`config.mk`:
```
export PLATFORM = sky130hd
export DESIGN_NAME = pipelined_seg_adder
export DESIGN_NICKNAME = d
export VERILOG_FILES = /design/src/rtl/pipelined_seg_adder.sv
export SDC_FILE = /design/constraint.sdc
export NUM_CORES = 2
export LEC_CHECK = 0
export BUFFER_PORTS_ARGS = -buffer_cell sky130_fd_sc_hd__buf_2
export CAP_MARGIN = 20
export CORE_MARGIN = 2
export CORE_UTILIZATION = 35
export DETAILED_ROUTE_END_ITERATION = 10
export GPL_TIMING_DRIVEN = 0
export PLACE_DENSITY = 0.6
export REMOVE_ABC_BUFFERS = 1
export SYNTH_ARGS = -nofsm -noshare
export SYNTH_HDL_FRONTEND = slang
export SYNTH_SLANG_ARGS = --single-unit
```
`constraint.sdc`:
```
create_clock -name clk -period 4.7 [get_ports clk]
set_clock_uncertainty 0.2 [all_clocks]
set_input_delay 1.41 -clock clk [delete_from_list [all_inputs] [get_ports clk]]
set_output_delay 1.41 -clock clk [all_outputs]
set_load 0.005 [all_outputs]
```
`src/rtl/pipelined_seg_adder.sv`:
```
`timescale 1ns/1ps
`default_nettype none
// +----------------------------------------------------------------------------+
// | pipelined_seg_adder: WIDTH-bit add/sub, one SEG_WIDTH carry segment/stage.  |
// | Optional ovf output: define PIPELINED_SEG_ADDER_OVERFLOW_EN.               |
// | Revision: 1.0                                                              |
// +----------------------------------------------------------------------------+
module pipelined_seg_adder #(
  parameter int WIDTH     = 143,
  parameter int SEG_WIDTH = 32
) (
  input  logic             clk,
  input  logic             rst_n,
  input  logic [WIDTH-1:0] a,
  input  logic [WIDTH-1:0] b,
  input  logic             sub,
  input  logic             cin,
  input  logic             in_valid,
  output logic             in_ready,
  output logic [WIDTH:0]   sum,
  output logic             out_valid,
  input  logic             out_ready
`ifdef PIPELINED_SEG_ADDER_OVERFLOW_EN
  ,
  output logic             ovf
`endif
);

  localparam int NSEG = (WIDTH + SEG_WIDTH - 1) / SEG_WIDTH;

  logic w_adv;

  // Stage k holds operands with segments 0..k-1 already resolved into st_s.
  logic             st_v [NSEG+1];
  logic [WIDTH-1:0] st_a [NSEG+1];
  logic [WIDTH-1:0] st_b [NSEG+1];
  logic [WIDTH-1:0] st_s [NSEG+1];
  logic             st_c [NSEG+1];

  logic             v0_q;
  logic [WIDTH-1:0] a0_q;
  logic [WIDTH-1:0] b0_q;
  logic             c0_q;

  logic [WIDTH:0]   sum_q;
  logic             out_valid_q;

  assign in_ready  = ~(out_valid_q & ~out_ready);
  assign w_adv     = in_ready;
  assign sum       = sum_q;
  assign out_valid = out_valid_q;

  // Subtraction is folded in up front: invert B and force the carry-in to 1.
  always_ff @(posedge clk or negedge rst_n) begin
    if (!rst_n) begin
      v0_q <= 1'b0;
      a0_q <= '0;
      b0_q <= '0;
      c0_q <= 1'b0;
    end else if (w_adv) begin
      v0_q <= in_valid;
      if (in_valid) begin
        a0_q <= a;
        b0_q <= sub ? ~b : b;
        c0_q <= sub | cin;
      end
    end
  end

  assign st_v[0] = v0_q;
  assign st_a[0] = a0_q;
  assign st_b[0] = b0_q;
  assign st_s[0] = '0;
  assign st_c[0] = c0_q;

  for (genvar k = 0; k < NSEG; k++) begin : g_seg
    localparam int LO = k * SEG_WIDTH;
    localparam int SW = (k == NSEG - 1) ? (WIDTH - LO) : SEG_WIDTH;

    logic [SW:0]      w_seg_sum;
    logic [WIDTH-1:0] s_d;
    logic             v_q;
    logic [WIDTH-1:0] a_q;
    logic [WIDTH-1:0] b_q;
    logic [WIDTH-1:0] s_q;
    logic             c_q;

    assign w_seg_sum = {1'b0, st_a[k][LO +: SW]} + {1'b0, st_b[k][LO +: SW]}
                     + {{SW{1'b0}}, st_c[k]};

    always_comb begin
      s_d            = st_s[k];
      s_d[LO +: SW]  = w_seg_sum[SW-1:0];
    end

    always_ff @(posedge clk or negedge rst_n) begin
      if (!rst_n) begin
        v_q <= 1'b0;
        a_q <= '0;
        b_q <= '0;
        s_q <= '0;
        c_q <= 1'b0;
      end else if (w_adv) begin
        v_q <= st_v[k];
        if (st_v[k]) begin
          a_q <= st_a[k];
          b_q <= st_b[k];
          s_q <= s_d;
          c_q <= w_seg_sum[SW];
        end
      end
    end

    assign st_v[k+1] = v_q;
    assign st_a[k+1] = a_q;
    assign st_b[k+1] = b_q;
    assign st_s[k+1] = s_q;
    assign st_c[k+1] = c_q;
  end

  always_ff @(posedge clk or negedge rst_n) begin
    if (!rst_n) begin
      out_valid_q <= 1'b0;
      sum_q       <= '0;
    end else if (w_adv) begin
      out_valid_q <= st_v[NSEG];
      if (st_v[NSEG]) begin
        sum_q <= {st_c[NSEG], st_s[NSEG]};
      end
    end
  end

`ifdef PIPELINED_SEG_ADDER_OVERFLOW_EN
  logic ovf_q;

  // Carry into the MSB is recovered as a ^ b ^ s at that bit position.
  always_ff @(posedge clk or negedge rst_n) begin
    if (!rst_n) begin
      ovf_q <= 1'b0;
    end else if (w_adv && st_v[NSEG]) begin
      ovf_q <= st_c[NSEG] ^ st_a[NSEG][WIDTH-1] ^ st_b[NSEG][WIDTH-1]
             ^ st_s[NSEG][WIDTH-1];
    end
  end

  assign ovf = ovf_q;
`endif

endmodule
`default_nettype wire
```
Yosys cells after proc, flatten, opt, wreduce, memory -nomap -nowiden:

Cells that the tools add are included.

* flip-flop bits (word level): 2050
* word-level logic and storage cells: 52

* mux-type cells: 1
* reduce and logical (&&, ||, !) cells: 7
* add/subtract/negate cells: 10
* bitwise logic cells: 5

Operators by type and width (number)
* $mux 143: 1
* $not 143->143: 1
* $add 32x32->33: 4
* $add 33x1->33: 4
* $add 15x15->16: 1
* $add 16x1->16: 1
* $reduce_and 2->1: 7
* $not 1->1: 2
* $and 1x1->1: 1
* $or 1x1->1: 1

Longest topological paths before layout:

* depth after elaboration: 4
* depth in mapped cells: 13

Worst setup path after synthesis:

No wires, ideal clock.

* path type: input to register
* start: input out_ready
* end: register g_seg[1].b_q[124]
* library setup time: 0.125 ns
* data arrival time: 3.274 ns
* path slack: 1.102 ns
* path buffers: 4
* cell stages on the path: 8
* path through: nor2b_1 inv_1 clkbuf_1 nand2_1 clkbuf_1 clkbuf_1 buf_2 mux2_2

* cells in the longest elaborated chain, start to end: 4

RTL lines
* from (decl): line 22 `input logic out_ready`
* $not 1->1: line 48 `assign in_ready = ~(out_valid_q & ~out_ready);`
* $and 1x1->1: line 48
* $not 1->1 (no source line)
* net in_ready: line 19 `output logic in_ready,`
* $reduce_and 2->1 (no source line)
* to (signal assigned): line 107 `b_q <= st_b[k];`
* to (decl): line 84 `logic [WIDTH-1:0] b_q;`

The timed path passes the listed nets, and every way through them passes these cells.
A chain may end at the register's enable or synchronous reset.

Worst setup path after layout:

* start: register g_seg[1].c_q
* end: register g_seg[2].s_q[95]

* cells in the longest elaborated chain, start to end: 1

RTL lines
* from (decl): line 86 `logic c_q;`
* from (signal assigned): line 109 `c_q <= w_seg_sum[SW];`
* $add 33x1->33: line 89 `+ {{SW{1'b0}}, st_c[k]};`
* to (signal assigned): line 101 `s_q <= '0;`
* to (signal assigned): line 108 `s_q <= s_d;`
* to (decl): line 85 `logic [WIDTH-1:0] s_q;`

Every way passes these cells.

==> results.toml <==
[run_status]
status = "complete, no violations"

[sta]
rsz0062_at_grt = "false"
timing.final.ws_setup_ps = 363
finalSetupViolCount = 0
finalCritPeriodShare_pct = 92.3
worst_pin_slew_ps = 992
hold_viol = 0
drv_slew = 0
whs_ps = 256
max_freq_mhz = 231
fin_crit_ps = 4340
tns_ps = 0
maxSlewHeadroom_pct = 33.0

[clock_network]
cts_buffer_depth = 3
clk_latency_ps = 800
clkTransAtPathRegs_ps = 60
clockRootBuffer = "clkbuf_16"
hold_buffers = 0
cts_buffers = 157
cts_tree = "yes"
cts_resized = 0
cts.sinks = 1410
htreeDepth = 4
post-cts-setup-buffers = 0

[power]
p_leak_nw = 33.9
clkPwrFrac_pct = 24.4
power_switching_share_pct = 34.9
pwr-share-seq_pct = 39.6
combPwrFrac_pct = 35.9
power.total_mw = 50.6
p_int_mw = 32.9
p_sw_mw = 17.6
ir_worst_vdd_mv = 0.363
power.density_nw_per_um2 = 720

[detailed_routing]
via_count = 38500
avgViaCountPerCell = 4.82
wl_per_cell_um = 17.4
drt_iter0_drc = 1918
drt_wl_total_mm = 139
ant_nets = 0
dr.pass1.iters = 7
post-route-drc-count = 0

[synth]
yosysTopAreaCell = "dfrtp_1"
syn_area_per_cell_um2 = 11.4
yosysMostFrequentCell = "nand2_1"
yosysWarnings = 0
ys_types = 68
ys_seq_area_share_pct = 59.0
netlist.area_leader.share_pct = 59.0
synthTopCellsByArea = "dfrtp_1 (59%), mux2_2 (14%), nand2_1 (9.6%), ha_1 (2.9%), xnor2_1 (2.9%)"
async_reset_ff_share_pct = 100
syn-instance-count = 5261
synth_commonest_cells = "nand2_1 (1528), dfrtp_1 (1410), mux2_2 (743)"
synth-main-ff-cell = "dfrtp_1"
synth-seq-cells = 1410
synth_area_um2 = 59800
synth_edf_count = 0

[critical_path]
worstPathArrival_ps = 4790
worstSetupEndpointType = "flop"
path_class = "reg2reg"
cp_cell_sequence = "fa_1, a211oi_1, nor4_1, nor3_1, a211oi_1, nor2_1, o221ai_1, o21ai_0, xor2_1, o21ai_0"
crit_buf_inv = 0
cp_max_fo = 5
max_stage_delay_ps = 660
required_ps = 5150
critPathTopFamily = "compound AO/OA/AOI/OAI gates"
cp-start-kind = "flop"
slowest_stage = "nor2_1"

[grt]
grt_pass1_vias = 39600
grt_remaining_overflow = 0
track_usage_pct = 16.1
grt_max_degree = 166
antenna_found_initial = 7
grt_pass1_wl_mm = 223

[placement]
hpwlAfterDp_mm = 94.5
dp.cells = 7697
preCtsSetupSlack_ps = -434
io_buffer_count = 437
gp_congestion = 0.848
placed_area_um2 = 65000

[floorplanning]
initial_core_util_pct = 35.3
core_region_area_um2 = 170000
die_h_um = 417
die_x_um = 417
rows = 151
die-area_um2 = 174000
io_pins = 438

[final_layout]
n_fill_cell = 16200
nets = 6078
area_delta_synth_final_pct = 17.4
utilization_pct = 41.4
seqCellArea_um2 = 35300
multi_input_area_um2 = 23500
instances_no_fill = 7976
drive_gt1_share_pct = 25.9
fin_area_um2 = 70200

[run]
maxCapViolCount = 0

[min_path]
holdCritPathClass = "reg2reg"
[final cells by class]
type                    count  area share [%]
clock buffers             222            6.41
repair buffers            480            4.82
flip-flops and latches   1410            50.2
inverters                  32           0.171
multi-input cells        3557            33.4
diodes                      1         0.00356
clock inverters            56           0.998
well taps                2218            3.95
[registers in the layout (all words and copies together) (netlist names)]
signal,flops
g_seg.s_q,463
g_seg.a_q,252
g_seg.b_q,252
sum,144
a0_q,143
b0_q,143
g_seg.c_q,5
g_seg.v_q,5
c0_q,1
out_valid,1
v0_q,1
[power by group through the flow]
stage | Sequential, mW | Combinational (mW) | Clock (mW)
CTS | 20.1 | 18.5 | 12.7
finish | 20.0 | 18.2 | 12.3
global placement | 20.3 | 18.4 | 0
detailed placement | 20.3 | 18.4 | 0
global route | 20.7 | 20.4 | 13.3
floorplan | 19.4 | 14.2 | 0
[routing by layer]
layer / global-route usage (%) / wire [um]
met3: 2.78 / 4680
met1: 19.7 / 59100
met2: 28.3 / 70100
met5: 0 / 12
met4: 5.74 / 4660
[cells by family after synthesis]
kind of cell	share of synthesized area, %
compound gates	6.72
xor+xnor	3.79
fa+ha+maj	3.22
buf+inv	1.94
flops	59.0
mux	14.0
simple gates	11.4
[cell usage in the layout, fill, tap and decap left out, types with 7 or more instances in the layout]
cell and n:
clkinvlp_4 7, nor2b_1 16, a21o_1 58, nand2b_1 19, and3_1 15, mux2_2 743, xnor2_1 197, clkbuf_16 157
nand2_1 1521, o21ai_0 334, dfrtp_1 1410, nand2_4 7, inv_1 32, o211ai_1 13, clkinv_4 7, nand3_1 18
fa_1 10, a21oi_1 130, nor2_1 59, o31ai_1 13, bufinv_16 10, buf_16 42, nand4_1 23, xor2_1 62
o21a_1 17, a211oi_1 16, a31oi_1 14, nor3_1 19, o21bai_1 21, buf_2 435, ha_1 138, clkbuf_1 32
clkbuf_8 33, clkinv_2 19
[final timing paths]
kind                                   from                 to  slack (ps)  cells past startpoint
max                            g_seg[1].c_q   g_seg[2].s_q[95]         360                     10
min in group asynchronous             rst_n  g_seg[4].s_q[104]         440                      1
min                        g_seg[1].b_q[98]   g_seg[2].b_q[98]         260                      2
max reg2reg                    g_seg[1].c_q   g_seg[2].s_q[95]         360                     10
min reg2reg                g_seg[1].b_q[98]   g_seg[2].b_q[98]         260                      2
max in group asynchronous             rst_n   g_seg[0].a_q[39]         630                      5
[worst reg2reg max path, delay by kind of cell (launching register included)]
kind,cells,cell delay (ps)
compound gates,5,1470
fa+ha+maj,1,480
flops,1,460
xor+xnor,1,180
simple gates,3,1400
No activity file was read; power rests on OpenSTA's default activity.
